### src/rtl/regfile_pkg.sv
// rtl/regfile_pkg.sv - shared constants and types for the register file writeback path
//
// Purpose: default geometry of the 32x32 register file, the arbiter FSM state
// type and the writeback request record used by regfile_wb_arbiter.
// Ports: none (package).

package regfile_pkg;

  localparam int DW    = 32;
  localparam int AW    = 5;
  localparam int NREGS = 32;

  typedef enum logic {
    INIT = 1'b0,
    RUN  = 1'b1
  } wb_state_e;

  // Destination register and payload of one writeback.
  // The field is called rd because "reg" is a reserved word.
  typedef struct packed {
    logic [AW-1:0] rd;
    logic [DW-1:0] data;
  } wb_req_t;

endpackage

### src/rtl/regfile_wb_arbiter_if.sv
// rtl/regfile_wb_arbiter_if.sv - writeback request and register file write bundle
//
// Purpose: groups both writeback requesters (ALU = port 0, memory = port 1)
// and the register file write port into one bundle.
// Ports (signals):
//   req0_valid/req0_reg/req0_data -> req0_ready   ALU writeback handshake
//   req1_valid/req1_reg/req1_data -> req1_ready   memory writeback handshake
//   rf_we/rf_waddr/rf_wdata                       register file write inputs
// Modports: master = requesters / register file side, slave = arbiter.

interface regfile_wb_arbiter_if #(
  parameter int DW = 32,
  parameter int AW = 5
);

  logic          req0_valid;
  logic [AW-1:0] req0_reg;
  logic [DW-1:0] req0_data;
  logic          req0_ready;

  logic          req1_valid;
  logic [AW-1:0] req1_reg;
  logic [DW-1:0] req1_data;
  logic          req1_ready;

  logic          rf_we;
  logic [AW-1:0] rf_waddr;
  logic [DW-1:0] rf_wdata;

  modport master (
    output req0_valid, req0_reg, req0_data,
    input  req0_ready,
    output req1_valid, req1_reg, req1_data,
    input  req1_ready,
    input  rf_we, rf_waddr, rf_wdata
  );

  modport slave (
    input  req0_valid, req0_reg, req0_data,
    output req0_ready,
    input  req1_valid, req1_reg, req1_data,
    output req1_ready,
    output rf_we, rf_waddr, rf_wdata
  );

endinterface

### src/rtl/regfile_wb_arbiter_rr_arb2.sv
// rtl/regfile_wb_arbiter_rr_arb2.sv - two-way round-robin grant
//
// Purpose: combinational one-hot grant between two requests; a single pointer
// flop decides the winner when both request and flips only in that case.
// Ports:
//   clk, rst_n     clock, asynchronous active-low reset (ptr -> port 0)
//   en             arbitration enabled; no grant and no pointer change when low
//   req0, req1     request inputs
//   gnt0, gnt1     grant outputs, at most one high

module rr_arb2 (
  input  logic clk,
  input  logic rst_n,
  input  logic en,
  input  logic req0,
  input  logic req1,
  output logic gnt0,
  output logic gnt1
);

  // ptr == 0 favours port 0 on a tie, ptr == 1 favours port 1.
  logic ptr;

  assign gnt0 = en & req0 & (~req1 | ~ptr);
  assign gnt1 = en & req1 & (~req0 |  ptr);

  // Only a real tie consumes the pointer; a lone requester never skews fairness.
  always_ff @(posedge clk or negedge rst_n) begin
    if (!rst_n) begin
      ptr <= 1'b0;
    end else if (en && req0 && req1) begin
      ptr <= ~ptr;
    end
  end

endmodule

### src/rtl/regfile_wb_arbiter.sv
// rtl/regfile_wb_arbiter.sv - register file write port owner: init sweep then writeback arbitration
//
// Purpose: after reset, writes INIT_VALUE to registers 0..NREGS-1 (one per
// cycle), then shares the single register file write port between the ALU
// (port 0) and memory (port 1) writeback requesters with round-robin arbitration.
// Writes to register 0 are accepted but never reach the register file.
// Ports:
//   clk        clock
//   rst_n      asynchronous active-low reset
//   init_done  high from the cycle after the last sweep write until reset
//   bus        slave side of regfile_wb_arbiter_if (requests in, readies and
//              registered rf_we/rf_waddr/rf_wdata out)

module regfile_wb_arbiter #(
  parameter int            DW         = regfile_pkg::DW,
  parameter int            AW         = regfile_pkg::AW,
  parameter int            NREGS      = regfile_pkg::NREGS,
  parameter logic [DW-1:0] INIT_VALUE = '0
) (
  input  logic                 clk,
  input  logic                 rst_n,
  output logic                 init_done,
  regfile_wb_arbiter_if.slave  bus
);

  import regfile_pkg::*;

  localparam logic [AW-1:0] LAST_REG = AW'(NREGS - 1);

  wb_state_e     state;
  logic [AW-1:0] cnt;
  logic          run;
  logic          gnt0;
  logic          gnt1;
  wb_req_t       sel;

  // Readies are only ever raised in RUN, so requests made during the sweep
  // simply wait at their source.
  assign run = (state == RUN);

  rr_arb2 u_rr_arb2 (
    .clk   (clk),
    .rst_n (rst_n),
    .en    (run),
    .req0  (bus.req0_valid),
    .req1  (bus.req1_valid),
    .gnt0  (gnt0),
    .gnt1  (gnt1)
  );

  assign bus.req0_ready = gnt0;
  assign bus.req1_ready = gnt1;

  // Payload of whichever port won this cycle.
  always_comb begin
    sel.rd   = bus.req0_reg;
    sel.data = bus.req0_data;
    if (gnt1) begin
      sel.rd   = bus.req1_reg;
      sel.data = bus.req1_data;
    end
  end

  always_ff @(posedge clk or negedge rst_n) begin
    if (!rst_n) begin
      state        <= INIT;
      cnt          <= '0;
      init_done    <= 1'b0;
      bus.rf_we    <= 1'b0;
      bus.rf_waddr <= '0;
      bus.rf_wdata <= '0;
    end else begin
      case (state)
        INIT: begin
          bus.rf_we    <= 1'b1;
          bus.rf_waddr <= cnt;
          bus.rf_wdata <= INIT_VALUE;
          if (cnt == LAST_REG) begin
            state <= RUN;
          end else begin
            cnt <= cnt + 1'b1;
          end
        end
        RUN: begin
          // Raised one edge after the final sweep write is registered.
          init_done <= 1'b1;
          if (gnt0 || gnt1) begin
            // Register 0 is hardwired: the handshake completes, the write is dropped.
            bus.rf_we    <= (sel.rd != '0);
            bus.rf_waddr <= sel.rd;
            bus.rf_wdata <= sel.data;
          end else begin
            bus.rf_we <= 1'b0;
          end
        end
        default: begin
          state <= INIT;
        end
      endcase
    end
  end

endmodule
### src/flat_wrapper.sv
// flat-port wrapper written by rule: the top's interface ports become plain ports
module regfile_wb_arbiter_flat import regfile_pkg::*;
#(
  parameter int            DW         = regfile_pkg::DW,
  parameter int            AW         = regfile_pkg::AW,
  parameter int            NREGS      = regfile_pkg::NREGS,
  parameter logic [DW-1:0] INIT_VALUE = '0
)
  (clk, rst_n, init_done, bus_req0_valid, bus_req0_reg, bus_req0_data, bus_req0_ready, bus_req1_valid, bus_req1_reg, bus_req1_data, bus_req1_ready, bus_rf_we, bus_rf_waddr, bus_rf_wdata);
  regfile_wb_arbiter_if #(.DW(DW), .AW(AW)) bus_i ();
  input  logic clk;
  input  logic rst_n;
  output logic init_done;
  input wire logic [$bits(bus_i.req0_valid)-1:0] bus_req0_valid;
  input wire logic [$bits(bus_i.req0_reg)-1:0] bus_req0_reg;
  input wire logic [$bits(bus_i.req0_data)-1:0] bus_req0_data;
  output wire logic [$bits(bus_i.req0_ready)-1:0] bus_req0_ready;
  input wire logic [$bits(bus_i.req1_valid)-1:0] bus_req1_valid;
  input wire logic [$bits(bus_i.req1_reg)-1:0] bus_req1_reg;
  input wire logic [$bits(bus_i.req1_data)-1:0] bus_req1_data;
  output wire logic [$bits(bus_i.req1_ready)-1:0] bus_req1_ready;
  output wire logic [$bits(bus_i.rf_we)-1:0] bus_rf_we;
  output wire logic [$bits(bus_i.rf_waddr)-1:0] bus_rf_waddr;
  output wire logic [$bits(bus_i.rf_wdata)-1:0] bus_rf_wdata;
  assign bus_i.req0_valid = bus_req0_valid;
  assign bus_i.req0_reg = bus_req0_reg;
  assign bus_i.req0_data = bus_req0_data;
  assign bus_req0_ready = bus_i.req0_ready;
  assign bus_i.req1_valid = bus_req1_valid;
  assign bus_i.req1_reg = bus_req1_reg;
  assign bus_i.req1_data = bus_req1_data;
  assign bus_req1_ready = bus_i.req1_ready;
  assign bus_rf_we = bus_i.rf_we;
  assign bus_rf_waddr = bus_i.rf_waddr;
  assign bus_rf_wdata = bus_i.rf_wdata;
  regfile_wb_arbiter #(.DW(DW), .AW(AW), .NREGS(NREGS), .INIT_VALUE(INIT_VALUE)) u_core (.clk(clk), .rst_n(rst_n), .init_done(init_done), .bus(bus_i));
endmodule
### config.mk
export PLATFORM = sky130hd
export DESIGN_NAME = regfile_wb_arbiter_flat
export DESIGN_NICKNAME = d
export VERILOG_FILES = /design/src/rtl/regfile_pkg.sv /design/src/rtl/regfile_wb_arbiter_if.sv /design/src/rtl/regfile_wb_arbiter_rr_arb2.sv /design/src/rtl/regfile_wb_arbiter.sv /design/src/flat_wrapper.sv
export SDC_FILE = /design/constraint.sdc
export NUM_CORES = 1
export LEC_CHECK = 0
export ABC_AREA = 1
export CORE_MARGIN = 2
export CORE_UTILIZATION = 35
export DETAILED_ROUTE_END_ITERATION = 8
export GPL_TIMING_DRIVEN = 0
export PLACE_DENSITY = 0.76
export SYNTH_ARGS = -nofsm -noshare
export SYNTH_HDL_FRONTEND = slang
export SYNTH_SLANG_ARGS = --single-unit
### constraint.sdc
create_clock -name clk -period 1.5 [get_ports clk]
set_input_delay 0.15 -clock clk [delete_from_list [all_inputs] [get_ports clk]]
set_output_delay 0.15 -clock clk [all_outputs]
set_load 0.005 [all_outputs]
# == Yosys cells after proc, flatten, opt, wreduce, memory -nomap -nowiden ==
# Cells that the tools add are included.
# classes
add_sub_neg,1
eq_ne,2
muxes,9
bitwise_logic,11
n_reduce_logical,5
# op_table
op,n
$pmux W32 S2,1
$mux W37,1
$mux W32,1
$pmux W5 S2,1
$add A5 B1 Y5 const B,1
$eq A5 B5 Y1 const B,1
$mux W5,1
$not A1 Y1,5
$reduce_bool A5 Y1,1
$and A1 B1 Y1,4
$mux W1,3
$logic_and A1 B1 Y1,2
$ne A2 B2 Y1 const B,1
$or A1 B1 Y1,2
$pmux W1 S2,1
$reduce_and A2 Y1,1
$logic_or A1 B1 Y1,1
# totals
register_bits,46
wordCells,35

# == Logic depth before layout (Yosys ltp) ==
# depth
ltp_word,7
mapped_depth,9

# == Modules after synthesis ==
# A second synthesis with hierarchy kept.
# hier_totals
hier_cells,230
hier_area_um2,2452.4
# modules_own_cells
mod,n_inst,cells_each,area_each_um2,seq_area_each_um2
regfile_wb_arbiter,1,220,2387.3,1126.1
rr_arb2,1,10,65.1,25.0

# == Worst setup path after synthesis ==
# OpenSTA, ideal clock, no wires.
# synth_path
kind,flip-flop to flip-flop
startpoint,reg u_core.cnt[0]
endpoint,reg u_core.cnt[3]
setup_ps,123
t_arrival_ps,1392
required_ps,1377
setup_slack_ps,-15
stages_incl_launch_ff,8
period_less_slack_ps,1515
path_cell_list,dfrtp_1 > ha_1 > nand2_1 > nor2_1 > ha_1 > nor2_1 > nand4_1 > xnor2_1
# synth_between
elab_chain_len,3
elab_cells_between_ends,4
classes_between,add/sub (1); eq/ne (1); bitwise (1); reduce/logical (1)
# synth_lines
item,line_no,text
start: declaration,regfile_wb_arbiter.sv:31,logic [AW-1:0] cnt;
start signal: assignment,regfile_wb_arbiter.sv:81,cnt <= cnt + 1'b1;
"parallel branches: the longest is 3 deep, another holds $add A5 B1 Y5",-,
# Several ways; the timed one is not identified.
# A chain may end at the register's enable or synchronous reset.

# == Worst setup path in the final report ==
# layout_path
startpoint,"reg u_core.state, in the netlist u_core.run"
endpoint,out bus_req0_ready
# layout_between
elab_chain_len,2
# layout_lines
item,line_no,text
start: declaration,regfile_wb_arbiter.sv:30,wb_state_e state;
start signal: assignment,regfile_wb_arbiter.sv:66,state <= INIT;
start signal: assignment,regfile_wb_arbiter.sv:79,state <= RUN;
start signal: assignment,regfile_wb_arbiter.sv:97,state <= INIT;
$and A1 B1 Y1 (2 in series),regfile_wb_arbiter_rr_arb2.sv:24,assign gnt0 = en & req0 & (~req1 | ~ptr);
end: declaration,flat_wrapper.sv:17,output wire logic [$bits(bus_i.req0_ready)-1:0] bus_req0_ready;
# No other way between the ends.

==> qor.csv <==
stage;metric;value;unit
clocking;clock-pin slew on the worst setup and hold paths;90;ps
global_route;Congestion Overflow GR;0;
clocking;root buffer cell;clkbuf_8;
synth;Synth Instances;264;
clocking;H-tree depth;2;
timing;Worst slew margin;0.6711;
timing;worst slew pin tran;493.3;ps
synth;post-synthesis instance area;2233;um^2
clocking;CTS buffer count;5;
die;die area;7036;um^2
synth;asr flop ratio synth;1.000;
final_layout;Area growth syn-to-layout;72.83;%
die;IO Count;119;
final_layout;FILL cells;576;
pwr;Max VDD drop;0.6354;mV
pwr;switching power;1213;uW
synth;Yosys reg bits;46;
clocking;Clk Latency, worst-skew pair;300;ps
synth;most frequent cell after synthesis;dfrtp_1;
global_route;initial antenna violation count;0;
synth;post-synth top area cell;dfrtp_1;
synth;Synth Net Count;344;
worst_setup_path;Max Fanout on Critical Path;3;
synth;Synth warnings;0;
clocking;CTS max path bufs;2;
timing;minimum clock period;1434;ps
worst_setup_path;r2r endpoint;u_core.cnt[3];
worst_setup_path;Slowest-stage cell, CP;dfrtp_1;
die;# rows;29;
status;outcome;completed;
final_layout;Final Cell Area;3860;um^2
worst_setup_path;critical path type;reg -> out;
worst_setup_path;Crit path max-delay family;flip-flops;
pwr;Seq pwr share;0.376;
timing;Final TNS setup;0;ps
pwr;Leakage;0.001635;uW
synth;Seq/Total Area, Yosys;0.5154;
worst_setup_path;Worst Path Arrival;1280;ps
place;final RePlAce weighted congestion;0.7943;
worst_setup_path;Worst Setup SP;u_core.run;
worst_setup_path;WP data required;1350;ps
worst_setup_path;FF-to-FF Start;u_core.cnt[1];
clocking;TritonCTS clock tree;done;
timing;Final Cycle Share;0.9561;
pwr;internal power;3122;uW
global_route;number of global-route vias before repair;2317;
pwr;clock share of power;0.262;
hold_path;Hold Path Class;in -> async;
pwr;Pwr Total;4335;uW
place;I/O Buffers;118;
worst_setup_path;slowest cell delay on critical path;370;ps
route;TritonRoute pass-1 iters;4;
route;vias per std cell;4.969;
clocking;# clock sinks;46;
synth;Mean Syn Cell Area;8.460;um^2
worst_setup_path;startpoint types;flip-flop;
timing;RSZ-0062 raised after global routing;true;
worst_setup_path;Worst setup EP type;output port;
job;maxcap violations;0;
place;hpwl dp;4911;um
die;core area;6277;um^2
synth;most frequent cells after synthesis;dfrtp_1 (46), nor2_1 (41), nand3_1 (40);
timing;top achievable clock speed;697.3;MHz
timing;Final Hold Violating Endpoints;0;
synth;main flop type after synthesis;dfrtp_1;
route;Final ANT Viol Nets;0;
final_layout;nets@finish;485;
pwr;Net Sw Frac;0.2798;
timing;count of pins over their slew limit;0;
final_layout;proportion of layout cells with a drive suffix above 1;0.1404;
route;via count;2400;
die;Die W;83.88;um
synth;EDFF count, synth;0;
route;Routed WL per cell;14.36;um
timing;Setup-failing EPs final;0;
global_route;pin count of the biggest net entering global routing;27;
timing;hold slack;353.4;ps
pwr;PwrDens;1123;nW/um^2
worst_setup_path;Critical Path, Cell by Cell;buf_6, nand2_1, a21oi_4, dlygate4sd2_1;
global_route;Tot GR Track Use;0.1943;
synth;area share of the largest cell type after synthesis;0.5154;
worst_setup_path;Worst R2R Path Depth;7;
global_route;first-pass GRT wire length;11090;um
synth;top post-synthesis cells by area;dfrtp_1 (52%), nand3_1 (9.0%), a21oi_1 (7.2%), nor2_1 (6.9%), o21ai_1 (6.5%);
worst_setup_path;r2r setup slk;70;ps
final_layout;Antenna Diode Count;0;
route;initial drt markers;77;
die;starting density of the core;0.3558;
place;placed inst area;3528;um^2
timing;clock skew;3.095;ps
die;die height;83.88;um
route;Remaining DRCs;0;
route;WL final;6936;um
worst_setup_path;WP buf/inv;2;
pwr;Gate power share;0.361;
synth;post-synthesis cell type count;25;
-- layout by cell type, fill, tap and decap left out, types with 2 or more instances in the layout --
cell,count
a21oi_1,28
a21oi_2,4
a31oi_1,4
buf_2,4
buf_4,21
buf_6,3
bufinv_16,2
clkbuf_1,2
clkbuf_8,6
clkdlybuf4s50_1,113
dfrtp_1,46
dlygate4sd2_1,3
ha_2,2
inv_1,5
nand2_1,27
nand2_4,2
nand3_1,40
nor2_1,40
o21ai_0,5
o21ai_1,29
xor2_1,3
-- state kept, by name (all words and copies together), names as in the netlist --
name                  cells
u_core.run                1
u_core.bus.rf_waddr       5
u_core.cnt                5
u_core.bus.rf_wdata      32
u_core.init_done          1
u_core.u_rr_arb2.ptr      1
u_core.bus.rf_we          1
-- cell families after synthesis --
family	Yosys count	share of synthesized area
adders and majority gates	2	0.01120
buffers and inverters	25	0.06386
xor gates and xnor gates	4	0.01569
AOI/OAI and AO/OA	72	0.1703
and+or+nand+nor	115	0.2235
DFF	46	0.5154
-- stage by stage --
stage | setup WS (ps) | std cells | utilization
final | 65.79 | 483 | 0.6149
after global routing | -30.31 | 483 | 0.6149
after CTS | -206.0 | 474 | 0.5982
after detailed placement | -530.1 | 460 | 0.5621
after global placement | -1052 | 459 | 0.5597
after floorplan | 76.25 | 264 | -
-- what timing repair did --
item,CTS,global route
setup buffers,6,10
pin swaps,0,4
hold buffers,1,0
resized for setup,15,21
hold endpoints to repair,20,0
setup endpoints to repair,4,17
-- final cells by class --
cell class | count | area (um^2) | area share
Timing Repair Buffer | 136 | 1325 | 0.3433
Clock buffer | 6 | 82.58 | 0.02139
Clock inverter | 2 | 60.06 | 0.01556
Buffer | 15 | 106.4 | 0.02755
Tap cell | 77 | 96.34 | 0.02496
Inverter | 8 | 47.55 | 0.01232
Multi-Input combinational cell | 193 | 991.0 | 0.2567
Sequential cell | 46 | 1151 | 0.2982
-- worst register-to-register path, stage by stage, from the launching register on --
cell and delay, ps:
dfrtp_1 430, ha_2 210, nand2_1 60, nor2_1 40
ha_2 180, nor2_4 150, nand4_1 130, xnor2_1 140
-- power groups by stage --
stage / registers (uW) / clock network (uW) / logic (uW)
6_report: 1630 / 1140 / 1570
4_1_cts: 1630 / 1160 / 1550
3_5_place_dp: 1660 / 0 / 1470
3_3_place_gp: 1650 / 0 / 1440
2_1_floorplan: 1680 / 0 / 547
5_1_grt: 1670 / 1210 / 1700
-- layer usage --
layer,wire length [um],vias to the layer above,global-route usage,part of all wire
met5,0,-,0,0
met4,58,0,0.03959,0.0084
met3,436,6,0.04451,0.063
met2,3439,82,0.3440,0.50
met1,3003,1134,0.2426,0.43
li1,-,1178,-,-
-- worst max path at each step --
stage                             endpoint  slack [ps]  depth (start not counted)
floorplan                    u_core.cnt[3]          80                          7
global placement    u_core.bus.rf_waddr[0]       -1050                          1
detailed placement          bus_req1_ready        -530                          7
CTS                         bus_req1_ready        -210                          5
global route                 u_core.cnt[3]         -30                          7
finish                      bus_req0_ready          70                          4
No activity file was read; power rests on OpenSTA's default activity.
